## config.mk

```make
export PLATFORM = sky130hd
export DESIGN_NAME = multi_cycle_adder
export DESIGN_NICKNAME = d
export VERILOG_FILES = /design/src/rtl/multi_cycle_adder_pkg.sv /design/src/rtl/multi_cycle_adder_chunk_adder.sv /design/src/rtl/multi_cycle_adder.sv
export SDC_FILE = /design/constraint.sdc
export NUM_CORES = 1
export LEC_CHECK = 0
export BUFFER_PORTS_ARGS = -buffer_cell sky130_fd_sc_hd__buf_2
export CORE_MARGIN = 5
export CORE_UTILIZATION = 59
export CTS_BUF_LIST = sky130_fd_sc_hd__clkbuf_8
export DETAILED_ROUTE_END_ITERATION = 16
export PLACE_DENSITY = 0.87
export RECOVER_POWER = 100
export SLEW_MARGIN = 20
export SYNTH_ARGS = -nofsm -noshare
export SYNTH_HDL_FRONTEND = slang
export SYNTH_SLANG_ARGS = --single-unit
```

## constraint.sdc

```tcl
create_clock -name clk -period 5.2 [get_ports clk]
set_input_delay 0.52 -clock clk [delete_from_list [all_inputs] [get_ports clk]]
set_output_delay 0.52 -clock clk [all_outputs]
set_load 0.02 [all_outputs]
```

## src/rtl/multi_cycle_adder_pkg.sv

```systemverilog
// Shared types and elaboration helpers for the chunked add/subtract unit.
package multi_cycle_adder_pkg;

    typedef enum logic [1:0] {
        ST_IDLE = 2'd0,
        ST_RUN  = 2'd1,
        ST_DONE = 2'd2
    } state_e;

    function automatic int calc_nchunk(input int width, input int chunk);
        return width / chunk;
    endfunction

    // A single-chunk configuration still needs a 1-bit counter.
    function automatic int calc_cnt_w(input int nchunk);
        return (nchunk > 1) ? $clog2(nchunk) : 1;
    endfunction

    // One full-adder cell: returns {carry_out, sum}.
    function automatic logic [1:0] full_adder(input logic x, input logic y, input logic ci);
        return {(x & y) | (x & ci) | (y & ci), x ^ y ^ ci};
    endfunction

endpackage

```

## src/rtl/multi_cycle_adder_chunk_adder.sv

```systemverilog
// CHUNK-bit combinational ripple adder; also exposes the carry into its top bit.
module chunk_adder
    import multi_cycle_adder_pkg::*;
#(
    parameter int CHUNK = 4
) (
    input  logic [CHUNK-1:0] x,
    input  logic [CHUNK-1:0] y,
    input  logic             ci,
    output logic [CHUNK-1:0] s,
    output logic             co,
    output logic             c_msb
);

    logic [CHUNK:0] c;

    assign c[0] = ci;

    for (genvar i = 0; i < CHUNK; i++) begin : g_fa
        assign {c[i+1], s[i]} = full_adder(x[i], y[i], c[i]);
    end

    assign co    = c[CHUNK];
    assign c_msb = c[CHUNK-1];

endmodule

```

## src/rtl/multi_cycle_adder.sv

```systemverilog
// Multi-cycle add/subtract: one shared CHUNK-bit ripple adder walks the operands LSB chunk first.
module multi_cycle_adder
    import multi_cycle_adder_pkg::*;
#(
    parameter int WIDTH = 16,
    parameter int CHUNK = 4
) (
    input  logic             clk,
    input  logic             rst,
    input  logic             start,
    input  logic [WIDTH-1:0] a,
    input  logic [WIDTH-1:0] b,
    input  logic             cin,
    input  logic             sub,
    output logic             busy,
    output logic             done,
    output logic [WIDTH-1:0] sum,
    output logic             cout,
    output logic             overflow
);

    localparam int               NCHUNK     = calc_nchunk(WIDTH, CHUNK);
    localparam int               CNT_W      = calc_cnt_w(NCHUNK);
    localparam logic [CNT_W-1:0] LAST_CNT   = CNT_W'(NCHUNK - 1);
    localparam logic [WIDTH-1:0] CHUNK_MASK = WIDTH'({CHUNK{1'b1}});

    state_e           state_q, state_d;
    logic [WIDTH-1:0] a_q, a_d;
    logic [WIDTH-1:0] b_q, b_d;
    logic [WIDTH-1:0] sum_q, sum_d;
    logic             carry_q, carry_d;
    logic             cout_q, cout_d;
    logic             ovf_q, ovf_d;
    logic [CNT_W-1:0] cnt_q, cnt_d;

    logic [CHUNK-1:0] ch_x, ch_y, ch_s;
    logic             ch_co, ch_cmsb;
    int               sh;

    // Chunk select: bring the active chunk down to bit 0 for the shared adder.
    always_comb begin
        sh   = int'(cnt_q) * CHUNK;
        ch_x = CHUNK'(a_q >> sh);
        ch_y = CHUNK'(b_q >> sh);
    end

    chunk_adder #(
        .CHUNK(CHUNK)
    ) u_chunk_adder (
        .x    (ch_x),
        .y    (ch_y),
        .ci   (carry_q),
        .s    (ch_s),
        .co   (ch_co),
        .c_msb(ch_cmsb)
    );

    always_comb begin
        state_d = state_q;
        a_d     = a_q;
        b_d     = b_q;
        sum_d   = sum_q;
        carry_d = carry_q;
        cout_d  = cout_q;
        ovf_d   = ovf_q;
        cnt_d   = cnt_q;
        case (state_q)
            ST_IDLE: begin
                if (start) begin
                    state_d = ST_RUN;
                    a_d     = a;
                    b_d     = sub ? ~b : b;
                    carry_d = sub ? 1'b1 : cin;
                    cnt_d   = '0;
                    sum_d   = '0;
                    cout_d  = 1'b0;
                    ovf_d   = 1'b0;
                end
            end
            ST_RUN: begin
                sum_d   = (sum_q & ~(CHUNK_MASK << sh)) | (WIDTH'(ch_s) << sh);
                carry_d = ch_co;
                // Counter parks on the last chunk instead of wrapping.
                if (cnt_q == LAST_CNT) begin
                    cout_d  = ch_co;
                    ovf_d   = ch_cmsb ^ ch_co;
                    state_d = ST_DONE;
                end else begin
                    cnt_d = cnt_q + 1'b1;
                end
            end
            ST_DONE: begin
                state_d = ST_IDLE;
            end
            default: begin
                state_d = ST_IDLE;
            end
        endcase
    end

    always_ff @(posedge clk) begin
        if (rst) begin
            state_q <= ST_IDLE;
            sum_q   <= '0;
            carry_q <= 1'b0;
            cout_q  <= 1'b0;
            ovf_q   <= 1'b0;
            cnt_q   <= '0;
        end else begin
            state_q <= state_d;
            sum_q   <= sum_d;
            carry_q <= carry_d;
            cout_q  <= cout_d;
            ovf_q   <= ovf_d;
            cnt_q   <= cnt_d;
        end
    end

    // Operand registers are only meaningful after an accepted start, so they carry no reset.
    always_ff @(posedge clk) begin
        a_q <= a_d;
        b_q <= b_d;
    end

    assign busy     = (state_q == ST_RUN);
    assign done     = (state_q == ST_DONE);
    assign sum      = sum_q;
    assign cout     = cout_q;
    assign overflow = ovf_q;

endmodule
```

* Word level (Yosys, flattened, before mapping)
Index checks and enable logic that the tools add are counted.
Word-level totals: flip-flop bits (word level) 55, input port bits 37, output and inout port bits 20, word-level logic and storage cells 76
Operators by class: $add $sub $neg 1, equal/unequal tests 6, shifts and indexed selects 4, multiplexer cells 17, bitwise operators 33, reductions and logical operators 7
Operators with widths (count):
- $mux W16 | 2
- $not A16 Y16 | 2
- $pmux W16 S2 | 1
- $shr A16 B4 Y4 | 2
- $and A16 B16 Y16 | 1
- $or A16 B16 Y16 | 1
- $shl A4 B4 Y16 | 1
- $shl A4 B4 Y16 const A | 1
- $and A1 B1 Y1 | 12
- $xor A1 B1 Y1 | 9
- $mux W2 | 4
- $or A1 B1 Y1 | 8
- $pmux W2 S2 | 2
- $pmux W1 S2 | 3
- $reduce_and A2 Y1 | 3
- $reduce_and A3 Y1 | 2
- $mux W1 | 5
- $eq A2 B2 Y1 const B | 2
- $ne A2 B2 Y1 const B | 2
- $add A2 B1 Y2 const B | 1
- $eq A2 B1 Y1 const B | 1
- $logic_not A2 Y1 | 1
- $ne A2 B1 Y1 const B | 1
- $reduce_bool A2 Y1 | 1

* Logic depth before layout (Yosys ltp)
Gate-level depths: netlist of run 1.
word-level depth 16, gate-level depth with buffers 10, gate-level depth less buffers 9

* Modules after synthesis
From an unflattened synthesis of run 1, not the netlist that was laid out.
Second synthesis, totals: cells, all modules 171, area, all modules 2536.2 um2
Modules (own cells, without submodules):
- multi_cycle_adder | times used 1, cells an instance 157, area an instance 2418.6 um2, sequential area each 1421.4 um2
- chunk_adder | times used 1, cells an instance 14, area an instance 117.6 um2, sequential area each 0.0 um2

* Worst setup path before layout of run 1
OpenSTA, ideal clock, no wires.
kind flip-flop to flip-flop, start point register cnt_q[1], end point register cout_q, in the netlist cout, setup time 0.071 ns, arrival 2.989 ns, data required time 5.129 ns, path slack 2.141 ns, stages on the path, launching flop included 10, path buffers 1, period minus slack after synthesis 3.059 ns, path through dfxtp_1 buf_1 mux4_2 fa_1 inv_1 fa_1 fa_1 fa_1 or4_1 a21oi_1
On the way: cells in the longest elaborated chain, start to end 15, elaborated cells between the ends (all ways) 27, those cells by class 2 x eq/ne; 2 x shift; 2 x mux; 20 x bitwise; 1 x reduce/logical
Ends and longest elaborated chain:
- from (decl) | line multi_cycle_adder.sv:34 | logic [CNT_W-1:0] cnt_q, cnt_d;
- from (signal assigned) | line multi_cycle_adder.sv:115 | cnt_q <= cnt_d;
- $shr A16 B4 Y4, on equally long branches | line multi_cycle_adder.sv:43, multi_cycle_adder.sv:44
- $and A1 B1 Y1 | line multi_cycle_adder_pkg.sv:21 | return {(x & y) | (x & ci) | (y & ci), x ^ y ^ ci};
- $or A1 B1 Y1 (2 in series) | line multi_cycle_adder_pkg.sv:21
- $and A1 B1 Y1 | line multi_cycle_adder_pkg.sv:21
- $or A1 B1 Y1 (2 in series) | line multi_cycle_adder_pkg.sv:21
- $and A1 B1 Y1 | line multi_cycle_adder_pkg.sv:21
- $or A1 B1 Y1 (2 in series) | line multi_cycle_adder_pkg.sv:21
- $and A1 B1 Y1 | line multi_cycle_adder_pkg.sv:21
- $or A1 B1 Y1 (2 in series) | line multi_cycle_adder_pkg.sv:21
- $mux W1 | line multi_cycle_adder.sv:84 | if (cnt_q == LAST_CNT) begin
- $pmux W1 S2 | line multi_cycle_adder.sv:67 | case (state_q)
- to (signal assigned) | line multi_cycle_adder.sv:113 | cout_q <= cout_d;
- to (decl) | line multi_cycle_adder.sv:32 | logic cout_q, cout_d;
Parallel ways exist; a longest one is shown, timed or not. The select of a mux whose other input is x is not followed. A chain may end at the register's enable or synchronous reset.

* Worst setup path after layout of run 1
start point register cnt_q[0], end point register cout_q, in the netlist cout
The elaborated chain is that of the path after synthesis.

==> results.md, run 1 <==
* Cell at the slowest stage of the critical path: dfxtp_1
* Vias in the first global route at 1,469
* Ant. Diodes at 0
* Crit path time final at 3.40 ns
* Cells after Synth at 164
* 1st-pass router iterations at 4
* Slew Viols, Final at 33
* Global-route wire length before repair at 6920 µm
* Vias/cell at 5.43
* Top Ports at 57
* Synth Area in Adders at 5.46%
* # DRC at 0
* Clock Skews at 0.00855 ns
* FFs w/ async S/R, synth at 0%
* Peak VDD IR at 174 µV
* Chip Height at 73.5 µm
* Sw power at 0.221 mW
* Crit path DAT at 3.63 ns
* Area delta synth->final at 16.5%
* RSZ-0062 raised after global routing: false
* Worst Path Required at 5.44 ns
* Syn_nets at 209
* Via Count at 1,476
* Most used cell, CP: fa_1
* Outcome: complete, but fails checks
* Slew @ Worst Pin at 1.67 ns
* Setup violations, final at 0
* Crit path largest cell delay at 0.82 ns
* Placer Congestion at 0.797
* Clock transition at path regs at 0.09 ns
* Total power at 0.893 mW
* CTS Sinks at 55
* F_max at 0.294 GHz
* Mapped cell area at 0.00238 mm²
* Syn Area/Cell at 14.5 µm²
* CTS tree: done
* Post-Synth Simple-Gate Area at 4.94%
* Register share of total power at 56.8%
* Fin crit share at 65.3%
* Worst path top cell family by delay: adder cells
* Crit path cell chain: mux4_2 -> fa_1 -> inv_1 -> fa_1 -> fa_1 -> fa_1 -> or4_1 -> a21oi_1
* Die area at 0.00541 mm²
* Max_cap viols at 1
* Mux cell area share after synthesis at 10.0%
* Combinational power share at 14.6%
* CP Launch Type: register
* Clock root buffer: clkbuf_8
* Initial Utilization at 60.0%
* Post-Synth XOR/XNOR Area at 6.25%
* Post-synthesis compound-gate area fraction at 10.3%
* GRT overflow at 0
* Hold Vio Cnt, Final at 0
* CP Max Fanout at 15
* Hold buffer count at cts at 0
* IO buf count at 56
* Yosys Warn Count at 0
* Clock latency at the later pin of the worst-skew pair at 0.31 ns
* Cell Rows at 23
* Cell variety after synth at 36
* Maximum clock path buffer count at 2
* LEAKAGE at 1.05 nW
* Setup TNS at 0 ns
* Initial DRC count at 75
* Worst path bufs/invs at 1
* Clock power share at 28.5%
* Flops & latches, synth at 55
* Top_reg_cell synth: edfxtp_1
* H-tree Lvls at 2
* Initial antenna violation count at 0
* Largest net degree at the start of global routing at 33
* Die X at 73.5 µm
* Largest family of logic cells by synthesized area: compound AO/OA/AOI/OAI gates
* Internal Power at 0.672 mW
* Post-CTS Setup Bufs at 0
* DRT antenna net count at 0
* Dpl hpwl at 3200 µm
* Inserted Clock Buffers at 5
* Post-cts repair resize count at 0
* Sequential fraction of the synthesis area at 59.7%
* CP Capture Type: register
* Global Route Usage Sum at 17.2%
* Post-synth EDFFs at 32
* Hold WC Path Type: in2reg
* Crit path kind: reg2reg
* Core ar. at 0.00397 mm²
* Rel. slew slack at -11.2%
* NumNets Final at 266
* Share of layout cells above drive strength 1 at 26.6%
* Total power density per cell area at 322 mW/mm²
* Wire per inst at 15.9 µm
* Sw Ratio at 24.7%
* Violated checks: max-capacitance violations, max-slew violations
* Total routed wirelength at 4330 µm
cells in the mapped netlist (3+ instances only):
library cell / instances / area [µm²]
o21ai_0: 3 / 15.0
a21oi_1: 6 / 30.0
edfxtp_1: 32 / 961
mux2_2: 3 / 33.8
ha_1: 4 / 50.1
buf_2: 3 / 15.0
nand2_1: 5 / 18.8
mux4_2: 8 / 180
o2bb2ai_1: 14 / 123
dfxtp_1: 23 / 460
inv_1: 12 / 45.0
nand2b_1: 3 / 18.8
fa_1: 4 / 80.1
xor2_1: 17 / 149
nor2_1: 3 / 11.3
worst paths after layout:
kind / start / cells after the start / end / slack [ns]
hold / removal: a[12] / 1 / a_q[12] / 0.38
hold reg to reg: sum[9] / 1 / sum[9] / 0.47
setup reg to reg: cnt_q[0] / 8 / cout / 1.80
setup / recovery: cnt_q[0] / 8 / cout / 1.80
cells by family (layout without fill, tap and decap cells):
family,after synthesis,count (layout)
AOI/OAI and AO/OA,32,32
adders and majority gates,8,8
muxes,13,13
and+or+nand+nor,20,20
xor gates and xnor gates,17,17
DFF,55,55
buffers and inverters,19,77
through the flow:
stage,utilization (%),cells,setup WS [ns],area (µm²),hold WS [ns]
final,69.9,272,1.80,2780,0.382
after global routing,69.9,272,1.61,2780,0.361
after CTS,70.6,272,1.75,2810,0.370
after detailed placement,68.0,264,1.77,2700,0.443
after global placement,68.0,264,1.90,2700,0.443
after floorplan,-,164,2.14,2380,0.487
placed cells by master, fill, tap and decap left out, drive strengths merged, types with 2 or more instances in the layout:
master   netlist  final
buf            5     35
edfxtp        32     32
clkbuf         2     29
dfxtp         23     23
xor2          17     17
o2bb2ai       14     14
inv           12     12
mux4           8      8
a21oi          7      7
nand2          5      5
fa             4      4
ha             4      4
mux2           4      4
nand2b         3      3
o21ai          3      3
nor2           3      3
nor2b          2      2
a2bb2o         2      2
nor3b          2      2
layer usage:
metal  GRT usage, %  wire length [µm]  vias up
met1           22.1              1810      701
met4           5.43                53        0
met5              0                 0        -
li1               -                 -      718
met2           28.7              2150       51
met3           4.24               317        6
flip-flops by register name, summed over array words and instances (netlist names):
signal,count
overflow,1
b_q,16
carry_q,1
cnt_q,2
a_q,16
state_q,2
cout,1
sum,16
area by class of cell:
| type | count | area (µm²) |
|---|---|---|
| sequential | 55 | 1420 |
| inverter | 12 | 45.0 |
| clock buffer | 7 | 96.3 |
| tap | 50 | 62.6 |
| timing repair buffer | 57 | 258 |
| clock inverter | 1 | 7.51 |
| fill | 297 | 1200 |
| multi-input combinational | 90 | 885 |
power groups by stage:
stage | Combinational [mW] | Clock (mW) | Sequential, mW
floorplan | 0.0901 | 0 | 0.515
global placement | 0.129 | 0 | 0.516
detailed placement | 0.133 | 0 | 0.517
CTS | 0.134 | 0.261 | 0.507
global route | 0.143 | 0.278 | 0.511
finish | 0.131 | 0.255 | 0.507
Note: power is estimated with default switching activity, not from simulation.
==> inputs of run 2 (changes only) <==
--- a/config.mk
+++ b/config.mk
@@ -7,10 +7,10 @@
 export LEC_CHECK = 0
 export BUFFER_PORTS_ARGS = -buffer_cell sky130_fd_sc_hd__buf_2
 export CORE_MARGIN = 5
-export CORE_UTILIZATION = 59
+export CORE_UTILIZATION = 50
 export CTS_BUF_LIST = sky130_fd_sc_hd__clkbuf_8
 export DETAILED_ROUTE_END_ITERATION = 16
-export PLACE_DENSITY = 0.87
+export PLACE_DENSITY = 0.78
 export RECOVER_POWER = 100
 export SLEW_MARGIN = 20
 export SYNTH_ARGS = -nofsm -noshare
==> constraint.sdc (replaced) <==
create_clock -name clk -period 2.8 [get_ports clk]
set_input_delay 0.28 -clock clk [delete_from_list [all_inputs] [get_ports clk]]
set_output_delay 0.28 -clock clk [all_outputs]
set_load 0.02 [all_outputs]
==> results.md, run 2 (synthesis results as in run 1) <==
* WHS at 0.136 ns
* Crit path cell chain: mux4_2 -> fa_1 -> inv_1 -> fa_2 -> fa_2 -> fa_2 -> or4_1 -> a21oi_1
* Rel. slew slack at 30.1%
* CP Capture Type: register
* Crit path DAT at 2.99 ns
* Ant. Diodes at 0
* Global Route Usage Sum at 15.7%
* CTS tree: done
* Setup TNS at 0 ns
* Slew @ Worst Pin at 1.05 ns
* NumNets Final at 273
* Setup violations, final at 0
* # DRC at 0
* Share of layout cells above drive strength 1 at 31.9%
* Most used cell, CP: fa_2
* Vias/cell at 5.32
* Multi-input logic area at 900 µm²
* M3 GR Usage at 3.51%
* Hold_sp: a[6]
* Global-route wire length before repair at 7400 µm
* Most frequent cells in the layout: buf_2 (37), edfxtp_1 (32), dfxtp_1 (22)
* Outcome: completed
* Largest net degree at the start of global routing at 33
* Reg2Reg Depth at 8
* CP Launch Type: register
* Flop-to-flop setup slack at 0.05 ns
* Placer Congestion at 0.795
* Critical R2R Launch: cnt_q[0]
* Total power density per cell area at 611 mW/mm²
* Die area at 0.00624 mm²
* CP startpoint: cnt_q[0]
* IO buf count at 56
* Worst Path Required at 3.04 ns
* Hold WC Path Type: in2reg
* Worst path bufs/invs at 1
* Die X at 79.0 µm
* Dpl hpwl at 3410 µm
* Cell Rows at 25
* DRT antenna net count at 0
* Cell at the slowest stage of the critical path: or4_1
* Inserted Clock Buffers at 5
* LEAKAGE at 1.10 nW
* M1 GR Usage at 20.3%
* Core ar. at 0.00466 mm²
* Met2 Use GR at 25.6%
* Area delta synth->final at 20.2%
* Max_cap viols at 0
* Maximum clock path buffer count at 2
* Top Ports at 57
* RSZ-0062 raised after global routing: true
* Clock transition at path regs at 0.10 ns
* 1st-pass router iterations at 4
* Clock Skews at 0.00572 ns
* Chip Height at 79.0 µm
* FF+latch area at 0.00143 mm²
* Total power at 1.75 mW
* Global route hottest layer: met2
* Worst Setup EP: cout
* H-tree Lvls at 2
* Vias in the first global route at 1,562
* Wire per inst at 16.5 µm
* GRT overflow at 0
* Clock latency at the later pin of the worst-skew pair at 0.31 ns
* F_max at 0.364 GHz
* Slew Viols, Final at 0
* CP Depth at 8
* Via Count at 1,506
* Most common cell after layout, fill and taps aside: buf_2
* Clock root buffer: clkbuf_8
* Initial Utilization at 51.1%
* CP Max Fanout at 4
* Total routed wirelength at 4670 µm
* Hold buffer count at cts at 0
* Reg-to-reg endpoint: cout
* Crit path kind: reg2reg
* Fin crit share at 98.2%
* CTS Sinks at 55
* Peak VDD IR at 294 µV
* Hold Vio Cnt, Final at 0
* Crit path time final at 2.75 ns
* Fill cells at 384
* Crit path largest cell delay at 0.50 ns
* Initial antenna violation count at 0
* Worst path top cell family by delay: adder cells
* Initial DRC count at 106
==> run 2: changes by cell type in the layout (fill, tap and decap cells not counted), moves of 2 or more <==
cell / change
buf_4: +6
fa_1: -3
fa_2: +3
buf_2: +2
clkbuf_1: -2
clkbuf_8: -2
==> run 2: worst min-delay path by stage <==
stage                     endpoint  cells after the start
after global placement      sum[9]                      1
final                       a_q[6]                      1
after floorplan             a_q[0]                      0
after detailed placement   sum[15]                      1
after CTS                   a_q[2]                      1
after global routing       a_q[11]                      1
==> run 2: metrics by stage <==
stage	cells	cell area (µm²)	util, %	setup WS [ns]
2_1_floorplan	164	2400	-	0.0101
3_3_place_gp	273	2750	59.1	0.103
3_5_place_dp	273	2750	59.1	0.0529
4_1_cts	281	2870	61.5	0.0231
5_1_grt	283	2860	61.4	-0.0303
6_report	283	2860	61.4	0.0517
==> run 2: where the power goes <==
| group | switching, mW | internal, mW |
|---|---|---|
| logic | 0.153 | 0.132 |
| clock network | 0.260 | 0.269 |
| registers | 0.0234 | 0.913 |
| total | 0.436 | 1.31 |
==> run 2: layer usage <==
layer	wire [µm]	vias up	part of all wire, %
met2	2310	45	49
met4	80	0	1.7
met1	1990	724	43
met5	0	-	0
li1	-	729	-
met3	289	8	6.2
==> run 2: final cells by class <==
| type | instances | area share, % |
|---|---|---|
| Sequential cell | 55 | 49.8 |
| Tap cell | 54 | 2.36 |
| Timing Repair Buffer | 64 | 10.8 |
| Inverter | 12 | 1.57 |
| Clock inverter | 3 | 1.62 |
| Multi-Input combinational cell | 90 | 31.4 |
| Clock buffer | 5 | 2.40 |
==> run 2: what timing repair did <==
item,CTS,global route
endpoints found under the setup margin,0,1
gates resized for setup,0,2
buffers inserted,0,2
==> inputs of run 3 (changes only) <==
--- a/config.mk
+++ b/config.mk
@@ -10,6 +10,8 @@
 export CORE_UTILIZATION = 50
 export CTS_BUF_LIST = sky130_fd_sc_hd__clkbuf_8
 export DETAILED_ROUTE_END_ITERATION = 16
+export GPL_TIMING_DRIVEN = 0
+export MAX_ROUTING_LAYER = met4
 export PLACE_DENSITY = 0.78
 export RECOVER_POWER = 100
 export SLEW_MARGIN = 20
==> results.md, run 3 (synthesis results as in run 1) <==
* Violated checks: negative setup slack
* Initial Utilization at 51.1%
* LEAKAGE at 1.07 nW
* Initial antenna violation count at 0
* Setup violations, final at 1
* DP Area at 0.00278 mm²
* Top Ports at 57
* Cell at the slowest stage of the critical path: or4_1
* Clock root buffer: clkbuf_8
* Fill cells at 380
* Fin crit share at 100%
* Die X at 79.0 µm
* # DRC at 0
* IO buf count at 55
* CTS Sinks at 55
* Reg2Reg Depth at 8
* Total power density per cell area at 577 mW/mm²
* Slew Viols, Final at 0
* Via Count at 1,509
* Hold buffer count at cts at 0
* F_max at 0.357 GHz
* Crit path DAT at 3.05 ns
* CP startpoint: cnt_q[0]
* Area delta synth->final at 19.2%
* CP Depth at 8
* Outcome: complete, but fails checks
* Total routed wirelength at 4500 µm
* Reg-to-reg endpoint: cout
* Chip Height at 79.0 µm
* Worst Setup EP: cout
* Global Route Usage Sum at 16.7%
* Clock transition at path regs at 0.09 ns
* Flop-to-flop setup slack at -0.002 ns
* DRT antenna net count at 0
* Wire per inst at 15.8 µm
* CP Capture Type: register
* Clock latency at the later pin of the worst-skew pair at 0.31 ns
* Inserted Clock Buffers at 5
* Dpl hpwl at 3400 µm
* Most used cell, CP: fa_2
* Total power at 1.64 mW
* Rel. slew slack at 57.4%
* Core ar. at 0.00466 mm²
* Ant. Diodes at 0
* Crit path largest cell delay at 0.51 ns
* Crit path time final at 2.80 ns
* Hold Vio Cnt, Final at 0
* Most frequent cells in the layout: buf_2 (35), edfxtp_1 (32), clkbuf_1 (26)
* RSZ-0062 raised after global routing: true
* Max_cap viols at 0
* Crit path cell chain: mux4_2 -> fa_2 -> inv_2 -> fa_2 -> fa_2 -> fa_2 -> or4_1 -> a21oi_1
* Worst Path Required at 3.04 ns
* Crit path kind: reg2reg
* Vias/cell at 5.31
* Maximum clock path buffer count at 2
* Largest net degree at the start of global routing at 26
* Fin area at 0.00284 mm²
* NumNets Final at 274
* Cell Rows at 25
* Slew @ Worst Pin at 0.637 ns
* Placer Congestion at 0.800
* Setup TNS at -0.00235 ns
* CP Launch Type: register
* Clock Skews at 0.00547 ns
* H-tree Lvls at 2
* CP Max Fanout at 3
* Share of layout cells above drive strength 1 at 30.0%
* Worst Slack Setup Final at -0.00235 ns
* Critical R2R Launch: cnt_q[0]
* Vias in the first global route at 1,654
* Worst path top cell family by delay: adder cells
* GRT overflow at 0
* Worst path bufs/invs at 1
* Peak VDD IR at 293 µV
* Die area at 0.00624 mm²
* CTS tree: done
* Most common cell after layout, fill and taps aside: buf_2
* Global-route wire length before repair at 7670 µm
* Initial DRC count at 135
* Fin util at 60.9%
* 1st-pass router iterations at 4
* WHS Path Cells at 1
* Hold WC Path Type: in2reg
==> run 3: changes by cell type in the layout (fill, tap and decap cells not counted) <==
cell | previous run | this run
inv_2 | 0 | 1
dfxtp_1 | 22 | 21
buf_12 | 0 | 1
fa_2 | 3 | 4
nor2_2 | 1 | 0
nor2_1 | 2 | 3
fa_1 | 1 | 0
buf_2 | 37 | 35
inv_6 | 1 | 0
dfxtp_4 | 1 | 2
clkbuf_1 | 20 | 26
bufinv_16 | 1 | 0
clkinvlp_2 | 0 | 1
buf_4 | 6 | 2
==> run 3: metal layers <==
| metal | up-vias | part of all wire [%] | global-route usage (%) | routed length [µm] |
|---|---|---|---|---|
| met5 | - | 0 | - | 0 |
| met4 | 0 | 2.8 | 7.73 | 127 |
| met3 | 13 | 7.6 | 4.20 | 342 |
| met2 | 64 | 50 | 27.9 | 2230 |
| met1 | 704 | 40 | 19.0 | 1800 |
| li1 | 728 | - | - | - |
==> run 3: timing repair <==
item | 4_1_cts | 5_1_grt
setup buffers | 4 | 0
setup endpoints to repair | 7 | 2
gates resized for setup | 8 | 1
pin swaps | 4 | 2
==> run 3: cell type report <==
| type | count | area (µm²) | share of cell area (%) |
|---|---|---|---|
| Buffer | 5 | 18.8 | 0.661 |
| Tap cell | 54 | 67.6 | 2.38 |
| Clock inverter | 3 | 16.3 | 0.573 |
| Clock buffer | 5 | 68.8 | 2.42 |
| Sequential cell | 55 | 1430 | 50.3 |
| Inverter | 12 | 45.0 | 1.59 |
| Multi-Input combinational cell | 90 | 900 | 31.7 |
| Timing Repair Buffer | 60 | 294 | 10.4 |
==> run 3: worst min-delay path by stage <==
stage	startpoint	end	slack [ns]
6_report	a[10]	a_q[10]	0.14
5_1_grt	a[9]	a_q[9]	0.11
4_1_cts	a[8]	a_q[8]	0.13
3_5_place_dp	sum[15]	sum[15]	0.45
3_3_place_gp	sum[3]	sum[3]	0.44
2_1_floorplan	a[0]	a_q[0]	0.38
==> run 3: through the flow <==
stage	hold slack (ns)	cells	setup WS [ns]
final	0.139	284	-0.00235
after CTS	0.128	285	-0.0180
after detailed placement	0.449	274	-0.321
after floorplan	0.379	164	0.0101
after global routing	0.113	284	-0.0880
after global placement	0.443	273	-0.283
==> run 3: where the power goes <==
part / switching, mW / internal [mW]
clock: 0.247 / 0.171
combinational: 0.156 / 0.132
sequential: 0.0205 / 0.912
